[src/rtl/pipe_pkg.sv]
// Shared types and constants for the inter-stage pipeline registers.
package pipe_pkg;

    typedef enum logic [1:0] {
        EMPTY = 2'd0,
        ONE   = 2'd1,
        FULL  = 2'd2
    } pipe_state_t;

    localparam logic [1:0] OCC_EMPTY = 2'd0;
    localparam logic [1:0] OCC_ONE   = 2'd1;
    localparam logic [1:0] OCC_FULL  = 2'd2;

    // Default payload widths at each stage boundary.
    localparam int IF_ID_W = 64;
    localparam int ID_EX_W = 72;
    localparam int EX_ME_W = 72;
    localparam int ME_WB_W = 40;

    function automatic logic [1:0] occ_of(input pipe_state_t st);
        logic [1:0] occ;
        occ = OCC_EMPTY;
        case (st)
            ONE:     occ = OCC_ONE;
            FULL:    occ = OCC_FULL;
            default: occ = OCC_EMPTY;
        endcase
        return occ;
    endfunction

endpackage

[src/rtl/sat_counter.sv]
// Saturating up-counter with synchronous clear; shared by the performance counters.
module sat_counter #(
    parameter int CNT_W = 16
) (
    input  logic             clk,
    input  logic             rst,
    input  logic             inc,
    input  logic             clr,
    output logic [CNT_W-1:0] cnt
);

    always_ff @(posedge clk or negedge rst) begin
        if (!rst) begin
            cnt <= '0;
        end else if (clr) begin
            cnt <= '0;
        end else if (inc && (cnt != {CNT_W{1'b1}})) begin
            cnt <= cnt + CNT_W'(1);
        end
    end

endmodule

[src/rtl/pipe_stage_reg.sv]
// Valid/ready pipeline stage register with optional two-entry skid buffer,
// stall, flush and a back-pressure cycle counter.
//
// state | meaning
// EMPTY | nothing held
// ONE   | main holds the only (oldest) payload
// FULL  | main holds oldest, skid holds the younger payload (SKID=1 only)
module pipe_stage_reg
    import pipe_pkg::*;
#(
    parameter int DATA_W = 72,
    parameter bit SKID   = 1'b1,
    parameter int CNT_W  = 16
) (
    input  logic              clk,
    input  logic              rst,
    input  logic              in_valid,
    output logic              in_ready,
    input  logic [DATA_W-1:0] in_data,
    output logic              out_valid,
    input  logic              out_ready,
    output logic [DATA_W-1:0] out_data,
    input  logic              stall,
    input  logic              flush,
    input  logic              cnt_clr,
    output logic [1:0]        occupancy,
    output logic [CNT_W-1:0]  bp_cnt
);

    pipe_state_t       state_q, state_d;
    logic [DATA_W-1:0] main_q, main_d;
    logic [DATA_W-1:0] skid_q, skid_d;
    logic              main_valid;
    logic              room;
    logic              accept;
    logic              take;

    assign main_valid = (state_q != EMPTY);

    // With SKID=1 readiness comes from registered state only; SKID=0 trades
    // that for a combinational path from out_ready.
    generate
        if (SKID) begin : g_skid
            assign room = (state_q != FULL);
        end else begin : g_noskid
            assign room = ~main_valid | out_ready;
        end
    endgenerate

    assign in_ready  = rst & ~stall & ~flush & room;
    assign out_valid = main_valid & ~stall;
    assign out_data  = main_q;
    assign occupancy = occ_of(state_q);

    assign accept = in_valid & in_ready;
    assign take   = out_valid & out_ready;

    always_comb begin
        state_d = state_q;
        main_d  = main_q;
        skid_d  = skid_q;
        if (flush) begin
            state_d = EMPTY;
            main_d  = '0;
            skid_d  = '0;
        end else begin
            case (state_q)
                EMPTY: begin
                    if (accept) begin
                        state_d = ONE;
                        main_d  = in_data;
                    end
                end
                ONE: begin
                    if (accept && take) begin
                        main_d = in_data;
                    end else if (accept) begin
                        state_d = FULL;
                        skid_d  = in_data;
                    end else if (take) begin
                        state_d = EMPTY;
                    end
                end
                FULL: begin
                    if (take) begin
                        state_d = ONE;
                        main_d  = skid_q;
                    end
                end
                default: state_d = EMPTY;
            endcase
        end
    end

    always_ff @(posedge clk or negedge rst) begin
        if (!rst) begin
            state_q <= EMPTY;
            main_q  <= '0;
            skid_q  <= '0;
        end else begin
            state_q <= state_d;
            main_q  <= main_d;
            skid_q  <= skid_d;
        end
    end

    sat_counter #(.CNT_W(CNT_W)) u_bp_cnt (
        .clk (clk),
        .rst (rst),
        .inc (in_valid & ~in_ready),
        .clr (cnt_clr),
        .cnt (bp_cnt)
    );

endmodule

[config.mk]
export PLATFORM = sky130hd
export DESIGN_NAME = pipe_stage_reg
export DESIGN_NICKNAME = d
export VERILOG_FILES = /design/src/rtl/pipe_pkg.sv /design/src/rtl/sat_counter.sv /design/src/rtl/pipe_stage_reg.sv
export SDC_FILE = /design/constraint.sdc
export NUM_CORES = 1
export LEC_CHECK = 0
export ABC_AREA = 1
export CAP_MARGIN = 30
export CORE_MARGIN = 2
export CORE_UTILIZATION = 50
export DETAILED_ROUTE_END_ITERATION = 10
export PLACE_DENSITY = 0.77
export SLEW_MARGIN = 20
export SYNTH_ARGS = -nofsm -noshare
export SYNTH_HDL_FRONTEND = slang
export SYNTH_SLANG_ARGS = --single-unit
[constraint.sdc]
create_clock -name clk -period 1.9 [get_ports clk]
set_input_delay 0.19 -clock clk [delete_from_list [all_inputs] [get_ports clk]]
set_output_delay 0.19 -clock clk [all_outputs]
set_load 0.005 [all_outputs]
==> metrics.cfg <==
[sta]
rsz0062_at_grt = true
tightestPinTransition_ns = 0.856
max_freq_mhz = 532
finalClockSkew_ns = 0.00593
setup_viol = 0
hold_viol_final = 0
setup_ws_ns = 0.0208
min_period_ns = 1.88
fin_tns_setup_ns = 0
period_share_pct = 98.9
maxSlewHeadroom_pct = 42.9
drv_slew = 0

[drt]
detail_route.wl_per_cell_um = 14.7
drcViolationCount = 0
vias_per_cell = 5.29
wl_mm = 19.9
drtIter0Drc = 522
vias = 7170
drtAntennaViolNets = 0
drt_pass1_iterations = 5

[die]
core-area_um2 = 15100
io_pins = 171
start_util_pct = 51.1
die_w_um = 128
dieHeight_um = 128
dieArea_um2 = 16500
rows = 45

[clock_network]
clockBufferDepth = 2
clkLatencyLatePin_ns = 0.42
cts_tree = built
clk_pin_slew_ns = 0.07
cts_max_level = 4
clockRootBuffer = clkbuf_16
clock_sinks = 162
cts_buffers = 17

[final_layout]
multiInputGateArea_um2 = 3240
drive_above_1_share_pct = 10.9
nNetsFinal = 1234
register_area_um2 = 4060
syn2layout_area_growth_pct = 35.8
nFillCells = 1213
antenna_cells = 0

[synth]
synth_top_area_share_pct = 52.4
netlist_top_cells_count = nand2_1 (345), dfrtp_1 (162), nor2_1 (102)
avgSynthCellArea_um2 = 7.94
synth_area_leader_cell = dfrtp_1
synth_cell_types = 26
synth_area_um2 = 7730
netlist_instances = 974
ys_async_sr_fraction_pct = 100
synthTopCellsByArea = dfrtp_1 (52%), nand2_1 (17%), nand3_1 (5.6%)
ys_seq_area_share_pct = 52.4
synth_seq_cells = 162
synthFlopType = dfrtp_1
ys_warn_count = 0
synth_edf_count = 0
syn_nets = 1054
synth.most_common_cell = nand2_1

[job]
cap_violations = 0

[worst_setup_path]
r2r_cells = 11
arrival_ns = 1.69
critPathKind = flip-flop to primary output
cp-start-kind = flip-flop
worst_r2r_endpoint = skid_q[46]$_DFFE_PN0P_
cp_max_fo = 3
r2r_setup_slack_ns = 0.15
required_ns = 1.71
r2r_start = state_q[0]$_DFFE_PN0P_
cp-end-kind = primary output

[global_route]
grt_pass1_wl_mm = 33.7
first_global_vias = 6872
grt-ovfl-total = 0
grt_max_degree = 159
grt_usage_pct = 25.6
antenna_found_initial = 0

[place]
pre_cts_slack_ns = -0.0723
port_buffers = 170
gp_congestion = 0.843
dp_hpwl_mm = 12.6

[pwr]
p_per_area_nw_per_um2 = 964
p_leak_nw = 5.15
peakVddDrop_mv = 0.574

[hold_path]
hp-class = input port to async pin

[run_status]
status = finished clean

cells by family (layout without fill, tap and decap cells):
logic type	count (synthesis)	in the layout	synth area share, %
xor+xnor	7	7	0.793
compound gates	153	153	10.6
simple gates	563	563	29.8
buf+inv	88	281	6.21
fa+ha+maj	1	1	0.162
flops	162	162	52.4
routing by layer:
| metal | part of all wire, % | GRT usage, % | wire (um) |
|---|---|---|---|
| met1 | 46 | 36.1 | 9180 |
| met2 | 46 | 39.8 | 9190 |
| met4 | 1.5 | 9.11 | 290 |
| met3 | 6.4 | 4.86 | 1270 |
| met5 | 0 | 0 | 0 |
critical path: stages, from the launching register on:
cell	delay, ns
dfrtp_1	0.40
buf_4	0.16
nor2_2	0.20
nor2_4	0.06
clkdlybuf4s50_1	0.44
flip-flops by register name (all words and copies together) (netlist names):
register,flops
state_q,2
skid_q,72
u_bp_cnt.cnt,16
out_data,72
stage by stage:
stage | instance area (um2) | utilization [%] | std cells | hold WS, ns | power (mW)
5_1_grt | 10500 | 69.3 | 1355 | 0.199 | 10.6
3_3_place_gp | 9840 | 64.9 | 1318 | 0.00328 | 6.64
4_1_cts | 10500 | 69.2 | 1353 | 0.184 | 10.2
3_5_place_dp | 9840 | 64.9 | 1318 | 0.00434 | 6.69
6_report | 10500 | 69.3 | 1355 | 0.200 | 10.1
2_1_floorplan | 7730 | - | 974 | -0.106 | 5.30
cell usage in the layout, fill, tap and decap left out, types with 3 or more instances in the layout:
| cell | count |
|---|---|
| nand2_2 | 12 |
| buf_12 | 13 |
| inv_2 | 7 |
| clkinvlp_4 | 4 |
| o21ai_0 | 16 |
| nand4_1 | 13 |
| nand3_1 | 85 |
| a21oi_1 | 73 |
| xor2_1 | 6 |
| clkdlybuf4s50_1 | 168 |
| inv_6 | 3 |
| nor2_1 | 101 |
| clkbuf_16 | 17 |
| inv_1 | 16 |
| o21ai_2 | 10 |
| o21ai_1 | 50 |
| nand2_1 | 344 |
| dfrtp_1 | 161 |
| buf_4 | 41 |
final cells by class:
cell class	count	area share, %
Inverter	23	0.822
Sequential cell	162	38.6
Tap cell	188	2.24
Multi-Input combinational cell	724	30.8
Timing Repair Buffer	226	21.8
Clock buffer	18	4.18
Clock inverter	14	1.48
worst max-delay path by stage:
stage / startpoint / to / slack (ns) / cells after the start
final: state_q[0]$_DFFE_PN0P_ / out_valid / 0.02 / 4
after global routing: state_q[0]$_DFFE_PN0P_ / out_valid / -0.04 / 4
after CTS: state_q[0]$_DFFE_PN0P_ / out_valid / 0.001 / 4
after detailed placement: stall / skid_q[46]$_DFFE_PN0P_ / -0.07 / 11
after global placement: stall / skid_q[43]$_DFFE_PN0P_ / -0.008 / 11
after floorplan: u_bp_cnt.cnt[0]$_DFFE_PN0P_ / u_bp_cnt.cnt[13]$_DFFE_PN0P_ / 0.28 / 10
repair_timing:
action	4_1_cts	5_1_grt
buffers inserted	1	2
hold endpoints to repair	4	0
pin swaps	1	1
gates resized for setup	5	3
hold buffers	2	0
setup endpoints to repair	1	8
power by group:
part           internal (mW)  switching (mW)  leakage [nW]  total [mW]
Sequential              3.95           0.309          2.12        4.26
Combinational           1.25            1.16          2.75        2.41
Clock                   1.99            1.47         0.281        3.46
Total                   7.19            2.93          5.15        10.1
(Power assumes the default switching activity.)
